`src/rtl/noc_pkg.sv`:
```
`default_nettype none
// =============================================================================
// Module   : noc_pkg
// Purpose  : Shared defaults and the transmitter state type for the NoC output port.
// Revision : 1.0
// =============================================================================
package noc_pkg;

    localparam int c_DATA_W  = 16;
    localparam int c_DEPTH   = 4;
    localparam int c_CREDITS = 4;

    typedef enum logic [1:0] {
        IDLE  = 2'd0,
        SEND  = 2'd1,
        STALL = 2'd2
    } tx_state_t;

endpackage : noc_pkg
`default_nettype wire

```
`src/rtl/tx_fifo.sv`:
```
`default_nettype none
// =============================================================================
// Module   : tx_fifo
// Purpose  : Power-of-two circular buffer with occupancy count; head is read combinationally.
// Revision : 1.0
// =============================================================================
module tx_fifo
    import noc_pkg::*;
#(
    parameter int DATA_W = c_DATA_W,
    parameter int DEPTH  = c_DEPTH
) (
    input  logic                       clk,
    input  logic                       rst,
    input  logic                       i_push,
    input  logic [DATA_W-1:0]          i_data,
    input  logic                       i_pop,
    output logic [DATA_W-1:0]          o_head,
    output logic [$clog2(DEPTH+1)-1:0] o_count
);

    localparam int c_PW = $clog2(DEPTH);
    localparam int c_CW = $clog2(DEPTH+1);

    logic [DATA_W-1:0] r_mem [DEPTH];
    logic [c_PW-1:0]   r_wptr;
    logic [c_PW-1:0]   r_rptr;
    logic [c_CW-1:0]   r_count;

    // Pointers wrap naturally because DEPTH is a power of two.
    always_ff @(posedge clk) begin
        if (!rst) begin
            r_wptr  <= '0;
            r_rptr  <= '0;
            r_count <= '0;
        end else begin
            if (i_push) r_wptr <= r_wptr + c_PW'(1);
            if (i_pop)  r_rptr <= r_rptr + c_PW'(1);
            case ({i_push, i_pop})
                2'b10:   r_count <= r_count + c_CW'(1);
                2'b01:   r_count <= r_count - c_CW'(1);
                default: r_count <= r_count;
            endcase
        end
    end

    always_ff @(posedge clk) begin
        if (rst && i_push) r_mem[r_wptr] <= i_data;
    end

    assign o_head  = r_mem[r_rptr];
    assign o_count = r_count;

endmodule : tx_fifo
`default_nettype wire

```
`src/rtl/output_tx.sv`:
```
`default_nettype none
// =============================================================================
// Module   : output_tx
// Purpose  : Credit-based NoC output port: local FIFO, credit counter, send FSM, output register.
// Revision : 1.0
// =============================================================================
module output_tx
    import noc_pkg::*;
#(
    parameter int DATA_W  = c_DATA_W,
    parameter int DEPTH   = c_DEPTH,
    parameter int CREDITS = c_CREDITS
) (
    input  logic                         clk,
    input  logic                         rst,
    input  logic [DATA_W-1:0]            data_i,
    input  logic                         valid_i,
    output logic                         ready_o,
    input  logic                         credit_i,
    output logic                         valid_o,
    output logic [DATA_W-1:0]            data_o,
    output logic [$clog2(CREDITS+1)-1:0] credit_cnt_o,
    output logic                         err_o
);

    localparam int c_CW  = $clog2(DEPTH+1);
    localparam int c_CRW = $clog2(CREDITS+1);

    tx_state_t         r_state;
    tx_state_t         w_state_nxt;
    logic [c_CRW-1:0]  r_credits;
    logic [c_CRW-1:0]  w_credits_nxt;
    logic [c_CW-1:0]   w_count;
    logic [c_CW-1:0]   w_count_nxt;
    logic [DATA_W-1:0] w_head;
    logic              w_ready;
    logic              w_push;
    logic              w_send;
    logic              w_credit_ovf;
    logic              r_valid;
    logic [DATA_W-1:0] r_data;
    logic              r_err;

    assign w_ready      = rst && (w_count < c_CW'(DEPTH));
    assign w_push       = valid_i && w_ready;
    assign w_send       = (r_state == SEND);
    assign w_credit_ovf = credit_i && !w_send && (r_credits == c_CRW'(CREDITS));
    assign w_count_nxt  = w_count + c_CW'(w_push) - c_CW'(w_send);

    tx_fifo #(
        .DATA_W (DATA_W),
        .DEPTH  (DEPTH)
    ) u_fifo (
        .clk     (clk),
        .rst     (rst),
        .i_push  (w_push),
        .i_data  (data_i),
        .i_pop   (w_send),
        .o_head  (w_head),
        .o_count (w_count)
    );

    always_comb begin
        w_credits_nxt = r_credits;
        if (w_send && !credit_i)
            w_credits_nxt = r_credits - c_CRW'(1);
        else if (credit_i && !w_send && !w_credit_ovf)
            w_credits_nxt = r_credits + c_CRW'(1);
    end

    // Next state follows next-cycle occupancy and credits, so SEND always means "may pop now".
    always_comb begin
        w_state_nxt = r_state;
        case (r_state)
            IDLE: begin
                if (w_push)
                    w_state_nxt = (w_credits_nxt != '0) ? SEND : STALL;
            end
            SEND: begin
                if (w_count_nxt == '0)
                    w_state_nxt = IDLE;
                else if (w_credits_nxt == '0)
                    w_state_nxt = STALL;
            end
            STALL: begin
                if (w_count_nxt == '0)
                    w_state_nxt = IDLE;
                else if (w_credits_nxt != '0)
                    w_state_nxt = SEND;
            end
            default: w_state_nxt = IDLE;
        endcase
    end

    always_ff @(posedge clk) begin
        if (!rst) begin
            r_state   <= IDLE;
            r_credits <= c_CRW'(CREDITS);
        end else begin
            r_state   <= w_state_nxt;
            r_credits <= w_credits_nxt;
        end
    end

    always_ff @(posedge clk) begin
        if (!rst) begin
            r_valid <= 1'b0;
            r_data  <= '0;
            r_err   <= 1'b0;
        end else begin
            r_valid <= w_send;
            if (w_send) r_data <= w_head;
            if (w_credit_ovf) r_err <= 1'b1;
        end
    end

    assign ready_o      = w_ready;
    assign valid_o      = r_valid;
    assign data_o       = r_data;
    assign credit_cnt_o = r_credits;
    assign err_o        = r_err;

endmodule : output_tx
`default_nettype wire

```
`config.mk`:
```
export PLATFORM = sky130hd
export DESIGN_NAME = output_tx
export DESIGN_NICKNAME = d
export VERILOG_FILES = /design/src/rtl/noc_pkg.sv /design/src/rtl/tx_fifo.sv /design/src/rtl/output_tx.sv
export SDC_FILE = /design/constraint.sdc
export NUM_CORES = 1
export LEC_CHECK = 0
export BUFFER_PORTS_ARGS = -buffer_cell sky130_fd_sc_hd__buf_4
export CELL_PAD_IN_SITES_DETAIL_PLACEMENT = 1
export CELL_PAD_IN_SITES_GLOBAL_PLACEMENT = 1
export CORE_MARGIN = 1.5
export CORE_UTILIZATION = 38
export CTS_CLUSTER_DIAMETER = 120
export DETAILED_ROUTE_END_ITERATION = 10
export HOLD_SLACK_MARGIN = 0.05
export PLACE_DENSITY_LB_ADDON = 0.1
export SYNTH_ARGS = -nofsm -noshare
export SYNTH_HDL_FRONTEND = slang
export SYNTH_SLANG_ARGS = --single-unit
```
`constraint.sdc`:
```
create_clock -name clk -period 3.35 [get_ports clk]
set_clock_uncertainty 0.1 [all_clocks]
set_input_delay 0.335 -clock clk [delete_from_list [all_inputs] [get_ports clk]]
set_output_delay 0.335 -clock clk [all_outputs]
set_load 0.05 [all_outputs]
```
==> metrics.yaml <==
gp_congestion: 0.742
diodes: 0
hp-start: "data_i[1]"
io_buffers: 41
overflow: 0
syn_area_per_cell_um2: 14.9
maxSlewHeadroom_pct: 41.3
vias: 2095
coreArea_um2: 9680
syn_to_final_growth_pct: 17.7
cts_setup_buffers: 0
cts_tree: "yes"
hold_path_depth: 1
setup_viol: 0
grt_pass1_wl_um: 11400
cts_sinks: 94
clock-root-buffer: "clkbuf_8"
fmax_ghz: 0.366
wl_met3_um: 254
maxCapViolations: 0
seqCellArea_um2: 2520
wl_met1_um: 3470
drcViolationCount: 0
wl_um: 7080
rrSetupSlack_ps: 620
status: "complete, no violations"
die_area_um2: 10500
ys_seq_area_share_pct: 66.9
grt_antenna_before_repair: 0
row_count: 36
netlist_instances: 253
layout_commonest_cell: "edfxtp_1"
io_pins: 42
power_density_nw_per_um2: 815
die_h_um: 103
start_util_pct: 38.9
r2r_start: "u_fifo.o_count[2]$_SDFFE_PN0N_"
fin_crit_ps: 2730
fp.dieW_um: 103
dp_hpwl_um: 4550
critPathCaptureType: "flop"
power.total_mw: 3.61
fill_cells: 1002
peakVddDrop_mv: 0.273
synthArstFlopShare_pct: 0
final_nets: 332
worstMarginPinSlew_ps: 879
post_cts_resized: 0
final_cell_mix: "edfxtp_1 (64), buf_4 (50), nand2_1 (41)"
drive_gt1_share_pct: 26.5
routed_via_density: 4.77
met2_length_um: 3280
maxSlewViolCount: 0
leakage_nw: 1.61
clkTransAtPathRegs_ps: 100
hp-class: "input port to flop"
cts_buffer_depth: 2
ant_nets: 0
yosysUniqueCellTypes: 37
synth-main-ff-cell: "edfxtp_1"
clkLatencyLatePin_ps: 340
netlist_area_um2: 3770
synth_edf_count: 64
gr-usage-all-layers_pct: 15.0
required_ps: 3550
syn-num-nets: 284
reg2reg_depth: 12
drt_iter0_markers: 79
multi_input_area_um2: 1140
arrival_ps: 2920
min_to: "u_fifo.r_mem[3][1]$_DFFE_PP_"
fin_setup_tns_ps: 0
yosys_warnings: 0
critPathMaxFanout: 6
first_pass_iters: 4
final_hold_viol_count: 0
grt_max_degree: 30
tritoncts.num_buffers: 9
yosys_register_bits: 94
post_drt_wl_per_cell_um: 16.1
hold_buffers: 0
grt_pass1_vias: 2163
fin_crit_sh_pct: 81.5
crit_type: "flop to flop"
rsz0062_at_grt: "no"
htreeDepth: 3
dr.max_layer_used: "met4"
reg2reg_to: "r_state[1]$_SDFFE_PN0P_"
start_kind: "flop"
==> through the flow <==
step	hold WS (ps)	std cells	worst slack, ps	utilization [%]	area (um^2)
6_report	80.7	439	621	45.8	4440
5_1_grt	53.6	439	399	45.8	4440
4_1_cts	59.3	439	576	45.8	4440
3_5_place_dp	351	423	510	43.8	4240
3_3_place_gp	344	423	602	43.8	4240
2_1_floorplan	334	253	304	-	3770
==> metal layers <==
metal | up-vias | global-route usage, %
met2 | 34 | 23.7
met5 | - | 0
li1 | 1009 | -
met3 | 4 | 3.59
met1 | 1048 | 20.4
met4 | 0 | 5.37
==> registers in the layout (all words and copies together), names as in the netlist, 2 cells and up <==
| register | count |
|---|---|
| data_o | 16 |
| u_fifo.r_rptr | 2 |
| u_fifo.o_count | 3 |
| credit_cnt_o | 3 |
| u_fifo.r_wptr | 2 |
| r_state | 2 |
| u_fifo.r_mem | 64 |
==> cell usage after synthesis (all sizes together), types with 3 or more instances <==
master,instances,area share (%)
and3,4,0.66
clkbuf,5,0.53
o21ai,7,0.93
buf,8,1.5
xnor2,7,1.6
nand2,41,4.1
nor2,3,0.30
edfxtp,64,51
mux4,16,9.6
dfxtp,30,16
a21boi,17,3.4
inv,10,1.0
and2,8,1.3
ha,9,3.0
a21oi,4,0.53
==> power breakdown <==
part | total (mW) | leakage [nW] | internal, mW | switching [mW]
clock | 0.757 | 0.100 | 0.354 | 0.403
combinational | 1.32 | 0.685 | 0.533 | 0.790
sequential | 1.53 | 0.827 | 1.41 | 0.120
total | 3.61 | 1.61 | 2.30 | 1.31
==> worst max-delay path by stage <==
stage | startpoint | to | slack [ps]
floorplan | rst | r_state[1]$_SDFFE_PN0P_ | 300
global placement | rst | r_state[1]$_SDFFE_PN0P_ | 600
finish | u_fifo.o_count[2]$_SDFFE_PN0N_ | r_state[1]$_SDFFE_PN0P_ | 620
CTS | u_fifo.o_count[2]$_SDFFE_PN0N_ | r_state[1]$_SDFFE_PN0P_ | 580
detailed placement | rst | r_state[1]$_SDFFE_PN0P_ | 510
global route | u_fifo.o_count[2]$_SDFFE_PN0N_ | r_state[1]$_SDFFE_PN0P_ | 400
==> critical path, cell delays in order, from the launching register on <==
cell and delay, ps:
dfxtp_1 370, nor2b_2 210, and2_1 190, inv_1 50
ha_1 280, inv_1 40, ha_1 180, fa_1 380
xnor2_1 190, xnor2_1 110, a311oi_1 270, o21ai_1 100
and3b_1 210
==> logic make-up after synthesis <==
family                     Yosys count  synth area share, %
xor gates and xnor gates             8                 1.86
AOI/OAI and AO/OA                   34                 6.18
adders and majority gates           11                 4.05
and+or+nand+nor                     67                 8.43
buffers and inverters               23                 2.99
muxes                               16                 9.56
DFF                                 94                 66.9
==> area by class of cell <==
| type | count | share of cell area [%] |
|---|---|---|
| flip-flops and latches | 94 | 56.9 |
| multi-input cells | 136 | 25.6 |
| well taps | 133 | 3.75 |
| inverters | 10 | 0.846 |
| clock inverters | 6 | 1.61 |
| clock buffers | 10 | 2.88 |
| repair buffers | 50 | 8.46 |
No activity file was read; power rests on OpenSTA's default activity.
